<file path="config.mk">
export PLATFORM = sky130hd
export DESIGN_NAME = dff_chain_ctrl
export DESIGN_NICKNAME = d
export VERILOG_FILES = /design/src/rtl/dff_chain_ctrl.sv
export SDC_FILE = /design/constraint.sdc
export NUM_CORES = 1
export LEC_CHECK = 0
export CORE_UTILIZATION = 25
export CTS_CLUSTER_DIAMETER = 200
export CTS_CLUSTER_SIZE = 25
export DETAILED_ROUTE_END_ITERATION = 7
export MAX_ROUTING_LAYER = met4
export PLACE_DENSITY = 0.44
export SLEW_MARGIN = 20
export SYNTH_ARGS = -nofsm -noshare
export SYNTH_HDL_FRONTEND = slang
export SYNTH_SLANG_ARGS = --single-unit
</file>
<file path="constraint.sdc">
create_clock -name CLK -period 2.3 [get_ports CLK]
set_clock_uncertainty 0.2 [all_clocks]
set_input_delay 0.46 -clock CLK [delete_from_list [all_inputs] [get_ports CLK]]
set_output_delay 0.46 -clock CLK [all_outputs]
set_load 0.03 [all_outputs]
</file>
<file path="src/rtl/dff_chain_ctrl.sv">
// Serial loader for a Q-to-D chain of CHAIN_LEN flops: words in over valid/ready, bits out LSB-first.
// Define DFF_CHAIN_READBACK_EN to add SDI/RDATA/RVALID capture of the chain's previous contents.
module dff_chain_ctrl #(
  parameter int unsigned CHAIN_LEN = 16,
  parameter int unsigned WORD_W    = 8
) (
  input  logic              CLK,
  input  logic              RST,
  input  logic              START,
  input  logic [WORD_W-1:0] WDATA,
  input  logic              WVALID,
  output logic              WREADY,
  output logic              SDO,
  output logic              SEN,
  output logic              UPD,
  output logic              BUSY,
  output logic              DONE
`ifdef DFF_CHAIN_READBACK_EN
  ,
  input  logic                 SDI,
  output logic [CHAIN_LEN-1:0] RDATA,
  output logic                 RVALID
`endif
);

  localparam int unsigned BW  = $clog2(CHAIN_LEN + 1);
  localparam int unsigned WBW = $clog2(WORD_W + 1);

  typedef enum logic [2:0] {
    ST_IDLE,
    ST_LOAD,
    ST_SHIFT,
    ST_UPDATE,
    ST_FINISH
  } state_t;

  state_t            state_q, state_d;
  logic [WORD_W-1:0] buf_q, buf_d;
  logic [BW-1:0]     bits_sent_q, bits_sent_d;
  logic [WBW-1:0]    word_bit_q, word_bit_d;
  logic [WBW-1:0]    word_len_q, word_len_d;
  logic [31:0]       remaining;

  always_ff @(posedge CLK) begin
    if (RST) begin
      state_q     <= ST_IDLE;
      buf_q       <= '0;
      bits_sent_q <= '0;
      word_bit_q  <= '0;
      word_len_q  <= '0;
    end else begin
      state_q     <= state_d;
      buf_q       <= buf_d;
      bits_sent_q <= bits_sent_d;
      word_bit_q  <= word_bit_d;
      word_len_q  <= word_len_d;
    end
  end

  always_comb begin
    state_d     = state_q;
    buf_d       = buf_q;
    bits_sent_d = bits_sent_q;
    word_bit_d  = word_bit_q;
    word_len_d  = word_len_q;
    remaining   = 32'(CHAIN_LEN) - 32'(bits_sent_q);
    case (state_q)
      ST_IDLE: begin
        if (START) begin
          state_d     = ST_LOAD;
          bits_sent_d = '0;
          word_bit_d  = '0;
          word_len_d  = '0;
        end
      end
      ST_LOAD: begin
        if (WVALID) begin
          buf_d      = WDATA;
          word_bit_d = '0;
          // last word is truncated to what the chain still needs
          word_len_d = (remaining < 32'(WORD_W)) ? WBW'(remaining) : WBW'(WORD_W);
          state_d    = ST_SHIFT;
        end
      end
      ST_SHIFT: begin
        buf_d       = buf_q >> 1;
        bits_sent_d = bits_sent_q + 1'b1;
        word_bit_d  = word_bit_q + 1'b1;
        if (word_bit_d == word_len_q) begin
          state_d = (bits_sent_d == BW'(CHAIN_LEN)) ? ST_UPDATE : ST_LOAD;
        end
      end
      ST_UPDATE: state_d = ST_FINISH;
      ST_FINISH: state_d = ST_IDLE;
      default:   state_d = ST_IDLE;
    endcase
  end

  always_comb begin
    WREADY = 1'b0;
    SEN    = 1'b0;
    SDO    = 1'b0;
    UPD    = 1'b0;
    BUSY   = 1'b0;
    DONE   = 1'b0;
    case (state_q)
      ST_LOAD: begin
        WREADY = 1'b1;
        BUSY   = 1'b1;
      end
      ST_SHIFT: begin
        SEN  = 1'b1;
        SDO  = buf_q[0];
        BUSY = 1'b1;
      end
      ST_UPDATE: begin
        UPD  = 1'b1;
        BUSY = 1'b1;
      end
      ST_FINISH: DONE = 1'b1;
      default: ;
    endcase
  end

`ifdef DFF_CHAIN_READBACK_EN
  logic [CHAIN_LEN-1:0] rdata_q, rdata_d;

  always_ff @(posedge CLK) begin
    if (RST) begin
      rdata_q <= '0;
    end else begin
      rdata_q <= rdata_d;
    end
  end

  always_comb begin
    rdata_d = rdata_q;
    if (state_q == ST_IDLE && START) begin
      rdata_d = '0;
    end else if (state_q == ST_SHIFT) begin
      rdata_d                = rdata_q >> 1;
      rdata_d[CHAIN_LEN-1]   = SDI;
    end
  end

  assign RDATA  = rdata_q;
  assign RVALID = (state_q == ST_FINISH);
`endif

endmodule

</file>
==> summary.md <==
| Metric | Value |
|---|---|
| Outcome | complete, no violations |
| I/O pin cnt | 18 |
| Yosys cell types | between 40 and 50 |
| Max Freq | 460 MHz |
| TritonCTS buffer count | 3 |
| Row cnt | 25 |
| Syn_nets | 172 |
| Initial antenna violation count | 0 |
| Tightest Pin Transition | slightly above 500 ps |
| Critical Path RT | 1640 ps |
| Synthesized flop and latch total | 24 |
| Sequential area share after synthesis | a little under two fifths |
| Via count | ~1200 |
| Final Hold Vio Count | 0 |
| LEAKAGE | 0.639 nW |
| First-pass GRT wire length | about 5.3 mm |
| Worst Path Arrival | between 1500 and 2000 ps |
| CTS max path bufs | 2 |
| Port bufs | 17 |
| Type of the tightest min-delay check | reg -> reg |
| Syn-to-layout area delta | 25.8% |
| Clock sinks | 24 |
| Worst slew margin | about two thirds |
| Average cell area after synthesis | approximately 8 µm² |
| DRT Wirelength | just over 3 mm |
| Htree depth | 1 |
| Ant. Diodes | 0 |
| Cells after synthesis | approximately 160 |
| Initial cell density of the core | between 20% and 30% |
| Layout cell share with drive strength beyond 1 | approximately 14% |
| Ys Warns | 0 |
| GR Overflow Total | 0 |
| RSZ-0062 raised after global routing | false |
| Total negative slack | 0 ps |
| Core Region | roughly 4800 µm² |
| CP Max Fanout | 10 |
| Most frequent cells in the layout | nor2_1 (28), dfxtp_1 (23), buf_4 (12) |
| Number of global-route vias before repair | around 1100 |
| Tmin final | about 2200 ps |
| DR WL/cell | roughly 13 µm |
| Crit start category | register |
| Most common cell after layout, fill and taps aside | nor2_1 |
| Post-detail-place hpwl | roughly 2.4 mm |
| Nets | 194 |
| Top FF cell, synth | dfxtp_1 |
| DRC violations left | 0 |
| Worst-Skew Late Latency | 270 ps |
| P per Cell Area | around 620 nW/µm² |
| Ys async rst share | 0% |
| Root buf cell | clkbuf_8 |
| Hold buffers post-CTS | 0 |
| Multi-input gate area | approximately 740 µm² |
| Initial drt markers | 78 |
| Filler instances | 524 |
| Antenna viol nets, final | 0 |
| Max IR drop VDD | about 0.21 mV |
| GRT Overall Usage | between 10% and 20% |
| Via density | between 4 and 5 |
| Die height | 73.7 µm |
| Post-synth EDFFs | 0 |
| Flip-flop and latch area | just under 500 µm² |
| Tot Pwr | ~1.0 mW |
| TritonCTS clock tree | built |
| RD Place Congestion | 0.790 |
| Crit. End Element | output port |
| DIE WIDTH | between 70 and 80 µm |
| Final Max Slew Viols | 0 |
| Post-synthesis cell area | 1290 µm² |
| TritonRoute pass-1 iters | 4 |
| Max-cap violations | 0 |
| Largest net degree at the start of global routing | 15 |
| Post-CTS setup buffer count | 0 |
| Period utilization | a little over nine tenths |
| Final setup fails | 0 |
| Clk slew on worst S/H paths | approximately 90 ps |
| Crit path kind | reg -> out |
| Post-CTS resize count | 3 |
| Die Area | between 5000 and 6000 µm² |
-- worst max-delay path, stage by stage, from the launching register on --
cell	delay, ps
dfxtp_1	330
buf_4	160
or3b_4	410
inv_2	70
and2_1	120
buf_4	150
-- cell usage after synthesis (2+ instances only) --
master,count,area share [%]
a21oi_1,11,4.3
nand2_1,10,2.9
clkbuf_1,4,1.2
o21ai_0,4,1.6
nand3_1,5,1.9
dfxtp_1,24,37
a22oi_1,5,2.9
or3_1,3,1.5
nor4_1,4,1.9
nor2_1,28,8.2
nand2b_1,3,1.5
and2_1,3,1.5
nand3b_1,2,1.2
buf_2,2,0.78
nor3b_1,3,1.8
inv_1,3,0.88
or2_2,2,0.97
o211ai_1,2,1.2
xor2_1,3,2.0
nor3_1,3,1.2
ha_1,4,3.9
mux2i_1,2,1.6
xnor2_1,5,3.4
buf_6,2,1.8
-- power by group --
group / total [mW] / switching, mW / internal (mW)
clock: 0.379 / 0.146 / 0.233
combinational: 0.178 / 0.0971 / 0.0812
sequential: 0.448 / 0.0136 / 0.434
total: 1.00 / 0.257 / 0.748
-- routing by layer --
metal | GRT usage, % | routed length, µm | vias to the layer above | part of all wire [%]
met2 | 21.7 | 1480 | 24 | 48
met1 | 15.7 | 1440 | 568 | 46
met5 | - | 0 | - | 0
met3 | 2.61 | 135 | 5 | 4.4
li1 | - | - | 590 | -
met4 | 4.49 | 42 | 0 | 1.4
-- per-stage QoR --
stage | instance area [µm²] | util (%) | hold slack, ps | std cells | setup WS [ps]
after detailed placement | 1550 | 31.9 | 252 | 240 | 257
after floorplan | 1290 | - | 232 | 156 | 270
after CTS | 1620 | 33.3 | 266 | 244 | 61.2
after global routing | 1620 | 33.4 | 300 | 244 | 27.8
final | 1620 | 33.4 | 265 | 244 | 125
after global placement | 1550 | 31.9 | 244 | 240 | 265
-- cell type report --
type | count | area share, %
multi-input combinational | 119 | 45.5
sequential | 24 | 29.8
timing repair buffer | 26 | 14.2
tap | 67 | 5.18
clock buffer | 3 | 2.55
clock inverter | 1 | 1.86
inverter | 4 | 0.928
-- kinds of logic (layout without fill, tap and decap cells) --
| group | Yosys count | count (layout) | synth area share, % |
|---|---|---|---|
| AOI/OAI and AO/OA | 30 | 30 | 16.1 |
| xor gates and xnor gates | 8 | 8 | 5.45 |
| muxes | 2 | 2 | 1.56 |
| buffers and inverters | 13 | 34 | 5.45 |
| and+or+nand+nor | 75 | 75 | 30.3 |
| adders and majority gates | 4 | 4 | 3.89 |
| DFF | 24 | 24 | 37.4 |
-- state kept, by name (all words and copies together) (netlist names) --
register and count:
word_len_q 4, bits_sent_q 5, word_bit_q 4, state_q 3, buf_q 8
-- path summary, 6_finish.rpt --
kind / from / end / slack [ps] / cells past startpoint
max: state_q[0]$_SDFFE_PP0P_ / SDO / 120 / 5
min: buf_q[2]$_SDFFE_PP0P_ / buf_q[2]$_SDFFE_PP0P_ / 260 / 2
max reg2reg: bits_sent_q[0]$_SDFFE_PP0P_ / word_len_q[2]$_SDFFE_PP0P_ / 380 / 6
min reg2reg: buf_q[2]$_SDFFE_PP0P_ / buf_q[2]$_SDFFE_PP0P_ / 260 / 2
Note: power is estimated with default switching activity, not from simulation.
